[src/rtl/mio_bus_arbiter.sv]
// Two-requester arbiter for the CPU and the display scanner, sharing one memory port and the
// seg7/LED peripheral registers. Sequences arbitration, memory wait states and a ready pulse.
module mio_bus_arbiter #(
    parameter int unsigned WAIT_STATES = 2
) (
    input  logic        clk,
    input  logic        reset,
    input  logic        CPU_MIO,
    input  logic [31:0] cpu_addr,
    input  logic [31:0] cpu_wdata,
    input  logic        cpu_we,
    output logic [31:0] cpu_rdata,
    output logic        MIO_ready,
    input  logic        dma_req,
    input  logic [31:0] dma_addr,
    output logic [31:0] dma_rdata,
    output logic        dma_ack,
    output logic [31:0] mem_addr,
    output logic [31:0] mem_wdata,
    output logic        mem_we,
    input  logic [31:0] mem_rdata,
    output logic [31:0] seg7_d0,
    output logic [31:0] seg7_d1,
    output logic [31:0] led_d0,
    output logic [31:0] led_d1
);

    localparam logic [31:0] Seg7Addr0 = 32'hF000_0000;
    localparam logic [31:0] Seg7Addr1 = 32'hF000_0004;
    localparam logic [31:0] LedAddr0  = 32'hE000_0000;
    localparam logic [31:0] LedAddr1  = 32'hE000_0004;
    localparam logic [3:0]  WaitLast  = WAIT_STATES[3:0];

    typedef enum logic [1:0] {StIdle, StAccess, StDone} state_e;

    state_e      state_q, state_d;
    logic        prio_q, prio_d;    // 0: CPU wins a tie, 1: scanner wins a tie
    logic        owner_q, owner_d;  // 0: CPU owns the transaction, 1: scanner
    logic [31:0] addr_q, addr_d;
    logic [31:0] wdata_q, wdata_d;
    logic        we_q, we_d;
    logic [3:0]  cnt_q, cnt_d;
    logic [31:0] cpu_rdata_q, cpu_rdata_d;
    logic [31:0] dma_rdata_q, dma_rdata_d;
    logic [31:0] seg7_0_q, seg7_0_d, seg7_1_q, seg7_1_d;
    logic [31:0] led_0_q, led_0_d, led_1_q, led_1_d;

    logic        periph_hit;
    logic        last_cycle;
    logic        mem_access;
    logic        grant_dma;
    logic [31:0] periph_rdata;
    logic [31:0] read_data;

    always_comb begin
        periph_hit   = 1'b1;
        periph_rdata = 32'd0;
        case (addr_q)
            Seg7Addr0: periph_rdata = seg7_0_q;
            Seg7Addr1: periph_rdata = seg7_1_q;
            LedAddr0:  periph_rdata = led_0_q;
            LedAddr1:  periph_rdata = led_1_q;
            default:   periph_hit   = 1'b0;
        endcase
    end

    assign last_cycle = periph_hit || (cnt_q == WaitLast);
    assign mem_access = (state_q == StAccess) && !periph_hit;
    assign grant_dma  = dma_req && (!CPU_MIO || prio_q);
    assign read_data  = periph_hit ? periph_rdata : mem_rdata;

    always_comb begin
        state_d     = state_q;
        prio_d      = prio_q;
        owner_d     = owner_q;
        addr_d      = addr_q;
        wdata_d     = wdata_q;
        we_d        = we_q;
        cnt_d       = cnt_q;
        cpu_rdata_d = cpu_rdata_q;
        dma_rdata_d = dma_rdata_q;
        seg7_0_d    = seg7_0_q;
        seg7_1_d    = seg7_1_q;
        led_0_d     = led_0_q;
        led_1_d     = led_1_q;

        case (state_q)
            StIdle: begin
                if (CPU_MIO || dma_req) begin
                    owner_d = grant_dma;
                    addr_d  = grant_dma ? dma_addr : cpu_addr;
                    wdata_d = grant_dma ? 32'd0 : cpu_wdata;
                    we_d    = !grant_dma && cpu_we;
                    cnt_d   = 4'd0;
                    state_d = StAccess;
                end
            end
            StAccess: begin
                if (last_cycle) begin
                    state_d = StDone;
                    if (!we_q) begin
                        if (owner_q) dma_rdata_d = read_data;
                        else         cpu_rdata_d = read_data;
                    end else if (periph_hit) begin
                        case (addr_q)
                            Seg7Addr0: seg7_0_d = wdata_q;
                            Seg7Addr1: seg7_1_d = wdata_q;
                            LedAddr0:  led_0_d  = wdata_q;
                            LedAddr1:  led_1_d  = wdata_q;
                            default:   seg7_0_d = seg7_0_q;
                        endcase
                    end
                end else begin
                    cnt_d = cnt_q + 4'd1;
                end
            end
            StDone: begin
                prio_d  = ~owner_q;
                state_d = StIdle;
            end
            default: state_d = StIdle;
        endcase
    end

    always_ff @(posedge clk) begin
        if (reset) begin
            state_q     <= StIdle;
            prio_q      <= 1'b0;
            owner_q     <= 1'b0;
            addr_q      <= 32'd0;
            wdata_q     <= 32'd0;
            we_q        <= 1'b0;
            cnt_q       <= 4'd0;
            cpu_rdata_q <= 32'd0;
            dma_rdata_q <= 32'd0;
            seg7_0_q    <= 32'd0;
            seg7_1_q    <= 32'd0;
            led_0_q     <= 32'd0;
            led_1_q     <= 32'd0;
        end else begin
            state_q     <= state_d;
            prio_q      <= prio_d;
            owner_q     <= owner_d;
            addr_q      <= addr_d;
            wdata_q     <= wdata_d;
            we_q        <= we_d;
            cnt_q       <= cnt_d;
            cpu_rdata_q <= cpu_rdata_d;
            dma_rdata_q <= dma_rdata_d;
            seg7_0_q    <= seg7_0_d;
            seg7_1_q    <= seg7_1_d;
            led_0_q     <= led_0_d;
            led_1_q     <= led_1_d;
        end
    end

    // Strobes are gated by reset so a transaction aborted by reset never writes or completes.
    assign MIO_ready = (state_q == StDone) && !owner_q && !reset;
    assign dma_ack   = (state_q == StDone) && owner_q && !reset;
    assign mem_addr  = mem_access ? addr_q : 32'd0;
    assign mem_wdata = mem_access ? wdata_q : 32'd0;
    assign mem_we    = mem_access && we_q && (cnt_q == WaitLast) && !reset;

    assign cpu_rdata = cpu_rdata_q;
    assign dma_rdata = dma_rdata_q;
    assign seg7_d0   = seg7_0_q;
    assign seg7_d1   = seg7_1_q;
    assign led_d0    = led_0_q;
    assign led_d1    = led_1_q;

endmodule

[config.mk]
export PLATFORM = sky130hd
export DESIGN_NAME = mio_bus_arbiter
export DESIGN_NICKNAME = d
export VERILOG_FILES = /design/src/rtl/mio_bus_arbiter.sv
export SDC_FILE = /design/constraint.sdc
export NUM_CORES = 1
export LEC_CHECK = 0
export ABC_CLOCK_PERIOD_IN_PS = 2100
export BUFFER_PORTS_ARGS = -buffer_cell sky130_fd_sc_hd__clkbuf_2
export CAP_MARGIN = 20
export CORE_UTILIZATION = 45
export CTS_CLUSTER_DIAMETER = 150
export DETAILED_ROUTE_END_ITERATION = 16
export GPL_ROUTABILITY_DRIVEN = 0
export PLACE_DENSITY = 0.7
export SLEW_MARGIN = 20
export SYNTH_ARGS = -nofsm -noshare
export SYNTH_HDL_FRONTEND = slang
export SYNTH_SLANG_ARGS = --single-unit
[constraint.sdc]
create_clock -name clk -period 2.1 [get_ports clk]
set_input_delay 0.42 -clock clk [delete_from_list [all_inputs] [get_ports clk]]
set_output_delay 0.42 -clock clk [all_outputs]
set_load 0.01 [all_outputs]
**Word level (Yosys, flattened, before mapping)**

Index checks and enable logic that the tools add are counted.

- Add/subtract/negate cells: 1
- Eq/ne operators: 10
- Mux-type cells: 13
- Bitwise operators: 2
- Reductions and logical operators: 30

Operators by type and width:

| cell | number |
|---|---|
| 32-bit two-way mux | 5 |
| 32-bit equality test (second input constant) | 4 |
| 32-bit case mux with 4 select lines | 1 |
| 5-bit AND reduction | 4 |
| 1-bit logical AND | 10 |
| 4-bit two-way mux | 2 |
| 4-bit case mux with 2 select lines | 1 |
| 4-bit AND reduction | 2 |
| 2-bit inequality test (second input constant) | 3 |
| 1-bit logical NOT | 5 |
| 4-bit by 1-bit adder with 4-bit output (second input constant) | 1 |
| 4-bit by 2-bit equality test with 1-bit output (second input constant) | 1 |
| 2-bit two-way mux | 2 |
| 2-bit case mux with 2 select lines | 1 |
| 2-bit AND reduction | 2 |
| 4-bit OR reduction | 1 |
| 1-bit logical OR | 3 |
| 3-bit AND reduction | 1 |
| 2-bit by 1-bit equality test with 1-bit output (second input constant) | 1 |
| 2-bit equality test (second input constant) | 1 |
| 2-bit logical NOT | 1 |
| 1-bit inverter | 2 |
| 2-bit nonzero test | 1 |
| 1-bit two-way mux | 1 |

- Register bits: 265
- Input bits: 133
- Output and inout bits: 259
- Word-level logic and storage cells: 69

**Depth between registers and ports, before layout**

- Word-level depth: 8
- Depth in mapped cells: 8

**Least setup slack after synthesis**

Ideal clock, no wire load.

- Kind: reg2out
- Start: reg addr_q[7]
- End: out mem_wdata[10]
- Arrival time: 1559 ps
- Slack: 121 ps
- Stages on the path, launching flop included: 8
- Buffers on the path: 3
- Path through: dfxtp_1 -> nor4_2 -> and4_1 -> buf_6 -> nand2_4 -> clkbuf_1 -> clkbuf_1 -> and3_1

- Longest elaborated chain between the ends: 6
- Elaborated cells on any way between the ends: 9

RTL lines:

| what | line | RTL |
|---|---|---|
| from (decl) | 39 | `logic [31:0] addr_q, addr_d;` |
| from (signal assigned) | 144 | `addr_q <= addr_d;` |
| 32-bit equality test | 58 | `case (addr_q)` |
| 4-bit OR reduction (no source line) (*) | - |  |
| 1-bit two-way mux (*) | 58 |  |
| 1-bit logical NOT (*) | 68 | `assign mem_access = (state_q == StAccess) && !periph_hit;` |
| 1-bit logical AND (*) | 68 |  |
| 32-bit two-way mux (*) | 161 | `assign mem_wdata = mem_access ? wdata_q : 32'd0;` |
| to (decl) | 19 | `output logic [31:0] mem_wdata,` |

Mark *: on every way between the ends. The rest lies on a longest branch, timed or not.

**Final worst setup path**

- Start: reg addr_q[23]
- End: out mem_wdata[12]

Same word-level chain as after synthesis.

==> metrics.md <==
| Metric | Value |
|---|---|
| Status | finished, violations left |
| Failing checks | setup timing |
| Max-cap check violation count | 0 |
| Post-synth top area cell | dfxtp_1 |
| Count leader, synth | dfxtp_1 |
| Fmax | 398.9 MHz |
| Setup violations, final | 65 |
| Yosys cell types | 52 |
| TNS Setup | -24.34 ns |
| CTS tree | done |
| Row cnt | 58 |
| Post-Synthesis Cells | 1163 |
| Clk Latency, worst-skew pair | 0.54 ns |
| Layout cells sized above 1 | 38.87% |
| Starting DRT DRC Count | 985 |
| Clock-pin slew on the worst setup and hold paths | 0.06 ns |
| Required time of the critical path | 1.68 ns |
| Power per Cell Area | 730.9 mW/mm² |
| CTS max path bufs | 3 |
| Area growth syn-to-layout | 33.43% |
| Starting Density | 46.39% |
| Critical path arrival | 2.09 ns |
| Final ANT Viol Nets | 0 |
| Launch point of the critical path | addr_q[23] |
| Synth top area share | 45.02% |
| Synthesis-stage register bit count | 265 |
| Final max-slew violation count | 0 |
| Worst Skew | 0.009391 ns |
| Final Worst Setup Slack | -0.4069 ns |
| VDD IR max | 0.0004990 V |
| Total grt overflow | 0 |
| Core Footprint | 0.02540 mm² |
| Largest net degree at the start of global routing | 96 |
| Sw power | 2850 µW |
| P_leak | 0.008958 µW |
| First-pass GRT wire length | 57.15 mm |
| Crit Path Max Fanout | 27 |
| Fillcell total | 2202 |
| Worst min path class | input port to flop |
| Sequential share of the synthesized area | 45.02% |
| Final std cells w/o fill | 1885 |
| Logic gate share of total power | 10.2% |
| Switching Share | 24.80% |
| Die H | 163.8 µm |
| DP Cell Count | 1816 |
| Final instance area | 0.01572 mm² |
| Routed vias | 10830 |
| Num CTS Buffers | 28 |
| Clk pwr share | 43.3% |
| FFs w/ async S/R, synth | 0% |
| Critical path class | flop to output port |
| Total Power | 11490 µW |
| Cell at the root of the clock tree | clkbuf_16 |
| WL final | 39.52 mm |
| DRC | 0 |
| Syn_nets | 1298 |
| Worst r2r src | addr_q[23] |
| Vias in the first global route | 9993 |
| Fin crit share | 119.4% |
| Least-Margin Pin Slew | 0.5392 ns |
| Die area | 0.02684 mm² |
| GRT Overall Usage | 27.51% |
| I/O pins | 392 |
| Syn Area/Cell | 10.13 µm² |
| Sequential power share | 46.4% |
| Final-report hold violation count | 0 |
| Crit. End Element | output port |
| EDFF count, synth | 0 |
| Clock tree sinks | 265 |
| RSZ-0062 raised after global routing | yes |
| Netlist Area Pre-Place | 0.01178 mm² |
| Hold Crit Start | cpu_wdata[16] |
| Int Pwr | 8642 µW |
| Crit path launch type | flop |
| H-tree levels | 1 |
| Yosys warning count | 0 |
| Synth cell count leaders | dfxtp_1 (265), nor2_1 (202), and3_1 (190) |
| Largest cells by area after synthesis | dfxtp_1 (45%), mux2i_1 (14%), and3_1 (10%) |
| First-pass iteration count of the detailed router | 5 |
| Main synth FF type | dfxtp_1 |
| Area post-placement | 0.01427 mm² |
| Fin crit period | 2.507 ns |
| Max-slew headroom | 63.94% |
| WL/cell | 20.96 µm |
| I/O Buffers | 391 |
| Initial antenna violation count | 4 |
| Post-detail-place hpwl | 26.33 mm |
| Chip Width | 163.8 µm |
| Layout Nets | 1670 |
| Mean number of vias per cell | 5.743 |
==> logic make-up (layout without fill, tap and decap cells) <==
family / count (synthesis) / in the layout / share of synthesized area (%)
other: 0 / 1 / 0
buffers and inverters: 116 / 504 / 4.990
adders and majority gates: 2 / 2 / 0.2123
muxes: 192 / 192 / 19.71
and+or+nand+nor: 442 / 442 / 20.05
AOI/OAI and AO/OA: 146 / 149 / 10.02
DFF: 265 / 265 / 45.02
==> metal layers <==
metal | wire [µm] | global-route usage [%]
met3 | 2991 | 4.141
met4 | 1757 | 11.45
met1 | 16200 | 35.68
met2 | 18570 | 45.65
met5 | 0 | 0
==> stage by stage <==
stage          hold WS [ns]  util, %  worst slack, ns
6_report             0.1211    61.90          -0.4069
4_1_cts              0.1025    60.96          -0.4254
3_3_place_gp         0.4430    56.18        -0.001684
5_1_grt              0.1293    61.90          -0.4744
3_5_place_dp         0.4504    56.18         -0.03609
2_1_floorplan        0.4549        -           0.1210
==> sequential cells by signal, summed over array words and instances (netlist names) <==
signal and cells:
seg7_d1 32, cpu_rdata 32, led_d1 32, state_q 2, we_q 1, addr_q 32, prio_q 1, cnt_q 4
led_d0 32, owner_q 1, wdata_q 32, dma_rdata 32, seg7_d0 32
==> final timing paths <==
path | to | slack (ns) | cells after the start
worst min register to register | dma_rdata[10] | 0.46 | 1
worst max-delay path | mem_wdata[12] | -0.41 | 6
worst max register to register | cpu_rdata[16] | 0 | 7
worst min-delay path | wdata_q[16] | 0.12 | 3
==> cell usage in the layout, fill, tap and decap left out, drive strengths merged, types with 3 or more instances in the layout <==
| cell type | synthesis | final |
|---|---|---|
| a211o | 63 | 63 |
| a211oi | 32 | 32 |
| a21oi | 6 | 9 |
| a22oi | 33 | 33 |
| a31oi | 4 | 4 |
| and3 | 191 | 191 |
| buf | 50 | 59 |
| bufinv | 0 | 3 |
| clkbuf | 63 | 432 |
| clkinv | 0 | 6 |
| dfxtp | 265 | 265 |
| inv | 3 | 3 |
| mux2i | 160 | 160 |
| mux4 | 32 | 32 |
| nand2 | 5 | 5 |
| nand3 | 7 | 7 |
| nor2 | 203 | 203 |
| nor3 | 7 | 7 |
| nor4 | 8 | 8 |
| nor4b | 3 | 3 |
| o21ai | 3 | 3 |
==> worst max-delay path, stage by stage, from the launching register on <==
cell and delay [ns]:
dfxtp_2 0.34, nor4_4 0.33, and4_4 0.31, nand2_8 0.08, buf_12 0.16, and3_1 0.19
clkbuf_2 0.14
==> power by group through the flow <==
stage	Combinational, µW	Sequential, µW	Clock (µW)
5_1_grt	1280	5350	5250
4_1_cts	1150	5320	5050
6_report	1180	5340	4980
3_3_place_gp	1070	5420	0
2_1_floorplan	652	5350	0
3_5_place_dp	1080	5420	0
==> layout make-up <==
class                   instances  area (µm²)  area share (%)
diodes                          1       2.502         0.01592
flip-flops and latches        265        5320           33.84
repair buffers                452        2821           17.95
multi-input cells             785        6243           39.71
inverters                       3       11.26         0.07162
clock buffers                  39       783.3           4.982
clock inverters                10       127.6          0.8117
well taps                     330       412.9           2.626
==> what timing repair did <==
item,CTS,global route
gates resized for setup,49,20
setup buffers,8,4
setup endpoints to repair,98,128
hold buffers,0,0
cloned,2,6
pin swaps,7,39
(Power assumes the default switching activity.)
